==> config.mk <==
export PLATFORM = sky130hd
export DESIGN_NAME = spi_peripheral_multi_flat
export DESIGN_NICKNAME = d
export VERILOG_FILES = /design/src/rtl/spi_peripheral_multi_if.sv /design/src/rtl/spi_peripheral_multi.sv /design/src/flat_wrapper.sv
export SDC_FILE = /design/constraint.sdc
export NUM_CORES = 1
export LEC_CHECK = 0
export CAP_MARGIN = 10
export CORE_MARGIN = 3
export CORE_UTILIZATION = 47
export CTS_BUF_LIST = sky130_fd_sc_hd__clkbuf_8
export DETAILED_ROUTE_END_ITERATION = 12
export PLACE_DENSITY = 0.78
export SLEW_MARGIN = 20
export SYNTH_ARGS = -nofsm -noshare
export SYNTH_HDL_FRONTEND = slang
export SYNTH_SLANG_ARGS = --single-unit
==> constraint.sdc <==
create_clock -name clock_in -period 1.8 [get_ports clock_in]
set_input_delay 0.54 -clock clock_in [delete_from_list [all_inputs] [get_ports clock_in]]
set_output_delay 0.54 -clock clock_in [all_outputs]
set_load 0.05 [all_outputs]
==> src/rtl/spi_peripheral_multi_if.sv <==
// spi_peripheral_multi_if: SPI pins plus the sub-peripheral side of the SPI target front-end.
// The slave modport is the front-end's view. The master modport is the host/decoder side.
interface spi_peripheral_multi_if #(
  parameter int OPCODE_BITS       = 8,
  parameter int DATA_BITS         = 8,
  parameter int RESPONSE_CHANNELS = 3,
  parameter int COUNT_WIDTH       = 16
);
  logic                                   spi_select_in;
  logic                                   spi_clock_in;
  logic                                   spi_data_in;
  logic                                   spi_data_out;
  logic [OPCODE_BITS-1:0]                 opcode_out;
  logic                                   opcode_valid_out;
  logic [DATA_BITS-1:0]                   operand_out;
  logic                                   operand_valid_out;
  logic [COUNT_WIDTH-1:0]                 operand_count_out;
  logic [RESPONSE_CHANNELS*DATA_BITS-1:0] response_in;
  logic [RESPONSE_CHANNELS-1:0]           response_valid_in;
  logic                                   response_conflict_out;
  logic                                   transaction_done_out;

  modport slave (
    input  spi_select_in, spi_clock_in, spi_data_in, response_in, response_valid_in,
    output spi_data_out, opcode_out, opcode_valid_out, operand_out, operand_valid_out,
           operand_count_out, response_conflict_out, transaction_done_out
  );

  modport master (
    output spi_select_in, spi_clock_in, spi_data_in, response_in, response_valid_in,
    input  spi_data_out, opcode_out, opcode_valid_out, operand_out, operand_valid_out,
           operand_count_out, response_conflict_out, transaction_done_out
  );
endinterface

==> src/rtl/spi_peripheral_multi.sv <==
// spi_peripheral_multi: SPI target front-end.
// It receives an opcode followed by a stream of operand words.
// For each operand word it returns one response word, taken from the lowest-index valid channel.
//
// state  | meaning
// IDLE   | select high; waiting for synchronised select to fall
// OPCODE | shifting in opcode bits MSB first; MISO held low
// DATA   | shifting operand words in and response words out, word after word
module spi_peripheral_multi #(
  parameter int OPCODE_BITS       = 8,
  parameter int DATA_BITS         = 8,
  parameter int RESPONSE_CHANNELS = 3,
  parameter int SYNC_STAGES       = 2,
  parameter int COUNT_WIDTH       = 16,
  parameter int SPI_MODE          = 0
) (
  input logic                   clock_in,
  input logic                   reset_n_in,
  spi_peripheral_multi_if.slave bus
);
  localparam int MAX_BITS   = (OPCODE_BITS > DATA_BITS) ? OPCODE_BITS : DATA_BITS;
  localparam int INDEX_BITS = $clog2(MAX_BITS);
  localparam logic CPOL = ((SPI_MODE >> 1) & 1) != 0;
  localparam logic CPHA = (SPI_MODE & 1) != 0;
  localparam logic [INDEX_BITS-1:0] OPCODE_LAST = INDEX_BITS'(OPCODE_BITS - 1);
  localparam logic [INDEX_BITS-1:0] DATA_LAST   = INDEX_BITS'(DATA_BITS - 1);

  typedef enum logic [1:0] {IDLE, OPCODE, DATA} state_t;
  state_t state, state_next;

  logic [SYNC_STAGES-1:0] select_sync, clock_sync, data_sync;
  logic select_s, clock_s, data_s, select_d, clock_d;
  logic select_fall, leading_edge, trailing_edge, sample_edge, launch_edge;

  logic [INDEX_BITS-1:0] bit_index, bit_index_next;
  logic [MAX_BITS-2:0]   shift_in;
  logic [MAX_BITS-1:0]   shift_next;
  logic [DATA_BITS-1:0]  tx_shift;
  logic [DATA_BITS-1:0]  response_sel;
  logic                  multi_valid;

  logic start_txn, shift_in_en, capture_opcode, capture_word, load_tx, shift_tx, done_next;

  logic [OPCODE_BITS-1:0] opcode_reg;
  logic                   opcode_valid_reg;
  logic [DATA_BITS-1:0]   operand_reg;
  logic                   operand_valid_reg;
  logic [COUNT_WIDTH-1:0] operand_count;
  logic                   conflict_reg;
  logic                   done_reg;
  logic                   miso_reg;

  assign select_s = select_sync[SYNC_STAGES-1];
  assign clock_s  = clock_sync[SYNC_STAGES-1];
  assign data_s   = data_sync[SYNC_STAGES-1];

  // SPI pins through the synchroniser. Each delayed copy resets to its idle level, so no edge is seen after reset.
  always_ff @(posedge clock_in or negedge reset_n_in) begin
    if (!reset_n_in) begin
      select_sync <= '1;
      clock_sync  <= {SYNC_STAGES{CPOL}};
      data_sync   <= '0;
      select_d    <= 1'b1;
      clock_d     <= CPOL;
    end else begin
      select_sync <= {select_sync[SYNC_STAGES-2:0], bus.spi_select_in};
      clock_sync  <= {clock_sync[SYNC_STAGES-2:0], bus.spi_clock_in};
      data_sync   <= {data_sync[SYNC_STAGES-2:0], bus.spi_data_in};
      select_d    <= select_s;
      clock_d     <= clock_s;
    end
  end

  assign select_fall   = select_d && !select_s;
  assign leading_edge  = (clock_s != CPOL) && (clock_d == CPOL);
  assign trailing_edge = (clock_s == CPOL) && (clock_d != CPOL);
  assign sample_edge   = CPHA ? trailing_edge : leading_edge;
  assign launch_edge   = CPHA ? leading_edge : trailing_edge;
  assign shift_next    = {shift_in, data_s};

  // Choose the response from the lowest-index valid channel, and flag when more than one channel is valid.
  always_comb begin
    response_sel = '0;
    multi_valid  = 1'b0;
    for (int k = RESPONSE_CHANNELS - 1; k >= 0; k--) begin
      if (bus.response_valid_in[k]) begin
        response_sel = bus.response_in[k*DATA_BITS +: DATA_BITS];
      end
    end
    for (int k = 1; k < RESPONSE_CHANNELS; k++) begin
      if (bus.response_valid_in[k] && (bus.response_valid_in & ((RESPONSE_CHANNELS)'(1) << k) - 1'b1) != '0) begin
        multi_valid = 1'b1;
      end
    end
  end

  // State register and bit index.
  always_ff @(posedge clock_in or negedge reset_n_in) begin
    if (!reset_n_in) begin
      state     <= IDLE;
      bit_index <= '0;
    end else begin
      state     <= state_next;
      bit_index <= bit_index_next;
    end
  end

  // Next state and per-cycle control strobes. A select release wins over a sample edge in the same cycle.
  always_comb begin
    state_next     = state;
    bit_index_next = bit_index;
    start_txn      = 1'b0;
    shift_in_en    = 1'b0;
    capture_opcode = 1'b0;
    capture_word   = 1'b0;
    load_tx        = 1'b0;
    shift_tx       = 1'b0;
    done_next      = 1'b0;
    case (state)
      IDLE: begin
        if (select_fall) begin
          state_next     = OPCODE;
          start_txn      = 1'b1;
          bit_index_next = OPCODE_LAST;
        end
      end
      OPCODE: begin
        if (select_s) begin
          state_next = IDLE;
          done_next  = opcode_valid_reg;
        end else if (sample_edge) begin
          shift_in_en = 1'b1;
          if (bit_index == '0) begin
            capture_opcode = 1'b1;
            state_next     = DATA;
            bit_index_next = DATA_LAST;
          end else begin
            bit_index_next = bit_index - INDEX_BITS'(1);
          end
        end
      end
      DATA: begin
        if (select_s) begin
          state_next = IDLE;
          done_next  = 1'b1;
        end else begin
          if (sample_edge) begin
            shift_in_en = 1'b1;
            if (bit_index == '0) begin
              capture_word   = 1'b1;
              bit_index_next = DATA_LAST;
            end else begin
              bit_index_next = bit_index - INDEX_BITS'(1);
            end
          end
          // A launch edge while the index still points at the MSB is the word load point.
          if (launch_edge) begin
            if (bit_index == DATA_LAST) begin
              load_tx = 1'b1;
            end else begin
              shift_tx = 1'b1;
            end
          end
        end
      end
      default: state_next = IDLE;
    endcase
  end

  // Receive shift register, captured opcode and operand, and the per-transaction status.
  always_ff @(posedge clock_in or negedge reset_n_in) begin
    if (!reset_n_in) begin
      shift_in          <= '0;
      opcode_reg        <= '0;
      opcode_valid_reg  <= 1'b0;
      operand_reg       <= '0;
      operand_valid_reg <= 1'b0;
      operand_count     <= '0;
      conflict_reg      <= 1'b0;
      done_reg          <= 1'b0;
    end else begin
      done_reg          <= done_next;
      operand_valid_reg <= capture_word;
      if (shift_in_en) begin
        shift_in <= shift_next[MAX_BITS-2:0];
      end
      if (capture_opcode) begin
        opcode_reg       <= shift_next[OPCODE_BITS-1:0];
        opcode_valid_reg <= 1'b1;
      end else if (state_next == IDLE) begin
        opcode_valid_reg <= 1'b0;
      end
      if (start_txn) begin
        operand_reg   <= '0;
        operand_count <= '0;
        conflict_reg  <= 1'b0;
      end else begin
        if (capture_word) begin
          operand_reg <= shift_next[DATA_BITS-1:0];
          if (!(&operand_count)) begin
            operand_count <= operand_count + COUNT_WIDTH'(1);
          end
        end
        if (load_tx && multi_valid) begin
          conflict_reg <= 1'b1;
        end
      end
    end
  end

  // Transmit path: MISO stays low until DATA, then sends the loaded response word MSB first.
  always_ff @(posedge clock_in or negedge reset_n_in) begin
    if (!reset_n_in) begin
      tx_shift <= '0;
      miso_reg <= 1'b0;
    end else if (state != DATA) begin
      tx_shift <= '0;
      miso_reg <= 1'b0;
    end else if (load_tx) begin
      miso_reg <= response_sel[DATA_BITS-1];
      tx_shift <= {response_sel[DATA_BITS-2:0], 1'b0};
    end else if (shift_tx) begin
      miso_reg <= tx_shift[DATA_BITS-1];
      tx_shift <= {tx_shift[DATA_BITS-2:0], 1'b0};
    end
  end

  assign bus.spi_data_out          = miso_reg;
  assign bus.opcode_out            = opcode_reg;
  assign bus.opcode_valid_out      = opcode_valid_reg;
  assign bus.operand_out           = operand_reg;
  assign bus.operand_valid_out     = operand_valid_reg;
  assign bus.operand_count_out     = operand_count;
  assign bus.response_conflict_out = conflict_reg;
  assign bus.transaction_done_out  = done_reg;
endmodule

==> src/flat_wrapper.sv <==
// flat-port wrapper written by rule: the top's interface ports become plain ports
module spi_peripheral_multi_flat 
#(
  parameter int OPCODE_BITS       = 8,
  parameter int DATA_BITS         = 8,
  parameter int RESPONSE_CHANNELS = 3,
  parameter int SYNC_STAGES       = 2,
  parameter int COUNT_WIDTH       = 16,
  parameter int SPI_MODE          = 0
)
  (clock_in, reset_n_in, bus_spi_select_in, bus_spi_clock_in, bus_spi_data_in, bus_response_in, bus_response_valid_in, bus_spi_data_out, bus_opcode_out, bus_opcode_valid_out, bus_operand_out, bus_operand_valid_out, bus_operand_count_out, bus_response_conflict_out, bus_transaction_done_out);
  spi_peripheral_multi_if #(.OPCODE_BITS(OPCODE_BITS), .DATA_BITS(DATA_BITS), .RESPONSE_CHANNELS(RESPONSE_CHANNELS), .COUNT_WIDTH(COUNT_WIDTH)) bus_i ();
  input logic clock_in;
  input logic reset_n_in;
  input wire logic [$bits(bus_i.spi_select_in)-1:0] bus_spi_select_in;
  input wire logic [$bits(bus_i.spi_clock_in)-1:0] bus_spi_clock_in;
  input wire logic [$bits(bus_i.spi_data_in)-1:0] bus_spi_data_in;
  input wire logic [$bits(bus_i.response_in)-1:0] bus_response_in;
  input wire logic [$bits(bus_i.response_valid_in)-1:0] bus_response_valid_in;
  output wire logic [$bits(bus_i.spi_data_out)-1:0] bus_spi_data_out;
  output wire logic [$bits(bus_i.opcode_out)-1:0] bus_opcode_out;
  output wire logic [$bits(bus_i.opcode_valid_out)-1:0] bus_opcode_valid_out;
  output wire logic [$bits(bus_i.operand_out)-1:0] bus_operand_out;
  output wire logic [$bits(bus_i.operand_valid_out)-1:0] bus_operand_valid_out;
  output wire logic [$bits(bus_i.operand_count_out)-1:0] bus_operand_count_out;
  output wire logic [$bits(bus_i.response_conflict_out)-1:0] bus_response_conflict_out;
  output wire logic [$bits(bus_i.transaction_done_out)-1:0] bus_transaction_done_out;
  assign bus_i.spi_select_in = bus_spi_select_in;
  assign bus_i.spi_clock_in = bus_spi_clock_in;
  assign bus_i.spi_data_in = bus_spi_data_in;
  assign bus_i.response_in = bus_response_in;
  assign bus_i.response_valid_in = bus_response_valid_in;
  assign bus_spi_data_out = bus_i.spi_data_out;
  assign bus_opcode_out = bus_i.opcode_out;
  assign bus_opcode_valid_out = bus_i.opcode_valid_out;
  assign bus_operand_out = bus_i.operand_out;
  assign bus_operand_valid_out = bus_i.operand_valid_out;
  assign bus_operand_count_out = bus_i.operand_count_out;
  assign bus_response_conflict_out = bus_i.response_conflict_out;
  assign bus_transaction_done_out = bus_i.transaction_done_out;
  spi_peripheral_multi #(.OPCODE_BITS(OPCODE_BITS), .DATA_BITS(DATA_BITS), .RESPONSE_CHANNELS(RESPONSE_CHANNELS), .SYNC_STAGES(SYNC_STAGES), .COUNT_WIDTH(COUNT_WIDTH), .SPI_MODE(SPI_MODE)) u_core (.clock_in(clock_in), .reset_n_in(reset_n_in), .bus(bus_i));
endmodule
==> impl_metrics.toml <==
[die]
core_region_area_um2 = 6100
die_area_um2 = 7460
start_util_pct = 49.8
fp.dieH_um = 86.4
dieWidth_um = 86.4
num_rows = 28
io_pins = 69

[power_and_ir_drop]
power.density_nw_per_um2 = 807
p_leak_nw = 2.10
peakVddDrop_mv = 0.773

[layout]
fillers = 375
antenna_cells = 0
register_area_um2 = 1620
drive_above_1_share_pct = 38.0
finalNetCount = 422
design_area_um2 = 4690
area_growth_pct = 54.4
multi_input_area_um2 = 1510

[worst_hold_path]
hold_class = "in -> async"

[timing]
period_share_pct = 102
min_period_ns = 1.83
clock.fmax_mhz = 546
relSlewSlack_pct = 76.0
tightest_slew_ns = 0.359
hold_violations = 0
rsz0062_at_grt = "yes"
drv_slew = 0
skew_ns = 0.00863
setup_viol = 1
fin_ws_ns = -0.0312

[clock_tree]
clk_path_buf_depth = 2
numCtsBuffers = 9
htree_levels = 3
cts_root_buf = "clkbuf_8"
cts_tree = "built"
cts_hold_buf = 0
cts_sinks = 64
clkTransAtPathRegs_ns = 0.08
clock_latency_ns = 0.35

[detailed_routing]
avgViaCountPerCell = 5.50
drt.antenna.violating_nets = 0
first_iter_violations = 144
num_vias = 2542
wl_mm = 7.41
drc = 0
routedWlPerCell_um = 16.0
dr.pass1.iters = 4

[synth]
syn_avg_cell_area_um2 = 11.0
synthAdderAreaFrac_pct = 3.63
yosysTopAreaCell = "dfrtp_1"
synth.top_cell.area_share_pct = 50.3
netlist_instances = 277
synth_compound_area_share_pct = 11.8
synth_ff_type = "dfrtp_1"
async_flop_share_pct = 100
synth_nets = 317
ys_types = 51
netlist_top_cells_area = "dfrtp_1 (50%), mux2_2 (5.6%), xnor2_1 (3.8%)"
synth_edf_count = 0
synthSimpleGateAreaFrac_pct = 19.5
yosysMostFrequentCell = "dfrtp_1"
yosysWarningCount = 0
syn_area_um2 = 3040
synth-xor-area-share_pct = 3.75
synth_mux_area_share_pct = 5.89
synth-seq-cells = 64
synth_commonest_cells = "dfrtp_1 (61), nand2_1 (29), nor2_1 (23), a21oi_1 (19), mux2_2 (15)"
ys_seq_area_share_pct = 52.9
synth_top_family_by_area = "simple AND/OR/NAND/NOR gates"

[global_routing]
grt_pass1_wl_mm = 11.6
grt_overflow = 0
grt_pass1_vias = 2449
antenna_found_initial = 0
track_usage_pct = 20.1
grt_max_degree = 65

[place]
dpl.hpwl_mm = 5.02
io_buffers = 68
dpl_worst_slack_ns = -0.248
gp_congestion = 0.885
post_dp_cell_area_um2 = 4230

[critical_path]
crit_type = "reg -> reg"
crit_arrival_ns = 2.06
worstSetupStartpointType = "flop"
cp_data_required_time_ns = 2.03
crit_fanout = 6
crit_path_end_kind = "flop"

[outcome]
status = "finished, violations left"
violations = "negative setup slack"

[run]
maxCapViolations = 0
==> metrics by stage <==
step	cells	hold WS, ns	power (mW)	TNS (ns)	utilization, %
floorplan	277	0.244	1.98	-0.0116	-
global placement	437	0.333	2.28	-1.66	69.4
detailed placement	437	0.353	2.33	-2.91	69.4
CTS	453	0.186	3.74	-0.00198	74.0
global route	462	0.204	3.96	-0.968	76.9
finish	462	0.189	3.78	-0.0312	76.9
==> area by class of cell <==
class	count	share of cell area [%]
Timing Repair Buffer	104	25.5
Clock buffer	9	2.64
Sequential cell	64	34.5
Inverter	10	0.828
Multi-Input combinational cell	193	32.3
Tap cell	75	2.00
Clock inverter	7	2.19
==> sequential cells by signal, indices dropped and copies added (netlist names), 2 cells and up <==
signal,count
u_core.bus.operand_count_out,16
u_core.bus.opcode_out,8
u_core.bus.operand_out,8
u_core.shift_in,7
u_core.tx_shift,7
u_core.bit_index,3
u_core.clock_sync,2
u_core.data_sync,2
u_core.select_sync,2
u_core.state,2
==> critical path, stage by stage, from the launching register on <==
cell and delay (ns):
dfrtp_1 0.39, inv_2 0.09, ha_4 0.15, and4bb_4 0.33, nand4_4 0.23, nor4_4 0.33, xnor2_1 0.14, nor2_1 0.05
==> worst paths after layout <==
kind                                                  from                                      endpoint  slack [ns]  cells past startpoint
hold / removal                                  reset_n_in          u_core.bus.opcode_out[6]$_DFFE_PN0P_        0.19                      2
setup / recovery           u_core.bit_index[1]$_DFFE_PN0P_  u_core.bus.operand_count_out[15]$_DFFE_PN0P_       -0.03                      7
min in group clock_in      u_core.select_sync[0]$_DFF_PN1_               u_core.select_sync[1]$_DFF_PN1_        0.36                      0
setup reg to reg           u_core.bit_index[1]$_DFFE_PN0P_  u_core.bus.operand_count_out[15]$_DFFE_PN0P_       -0.03                      7
max in group asynchronous                       reset_n_in                     u_core.select_d$_DFF_PN1_        1.30                      2
hold reg to reg            u_core.select_sync[0]$_DFF_PN1_               u_core.select_sync[1]$_DFF_PN1_        0.36                      0
==> what timing repair did <==
action                                  4_1_cts  5_1_grt
endpoints found under the setup margin       35       39
gates cloned                                  0        0
pin swaps                                     1       19
gates resized for setup                      10       22
buffers inserted                              0        9
==> cells by family after synthesis <==
kind of cell | after synthesis
adders and majority gates | 9
and+or+nand+nor | 101
buffers and inverters | 20
AOI/OAI and AO/OA | 54
muxes | 16
xor gates and xnor gates | 13
DFF | 64
==> report_power, final <==
part	leakage, nW	switching, mW	total (mW)	internal (mW)
Sequential	0.836	0.0947	1.64	1.54
Clock	0.110	0.592	1.38	0.793
Combinational	1.15	0.360	0.755	0.396
Total	2.10	1.05	3.78	2.73
==> layer usage <==
| layer | track usage [%] | part of all wire (%) | up-vias |
|---|---|---|---|
| met2 | 33.7 | 53 | 72 |
| li1 | - | - | 1199 |
| met4 | 6.94 | 1.6 | 0 |
| met3 | 6.46 | 5.5 | 11 |
| met1 | 24.5 | 40 | 1260 |
| met5 | 0 | 0 | - |
==> cell usage in the layout (no fill, tap or decap), types with 3 or more instances in the layout <==
master and n:
clkdlybuf4s50_1 30, buf_4 45, buf_12 27, a221o_1 7, nor4_4 3, ha_1 6
dfrtp_2 10, dfrtp_1 51, and2_1 7, clkbuf_8 9, nand3_1 6, dfstp_2 3
and3_1 4, mux2_2 15, inv_1 7, nand2_1 29, o21ai_0 8, a22oi_1 7
nor2_1 22, nor2b_1 3, a21oi_1 19, xnor2_1 13
Power figures use the tool's default switching activity.
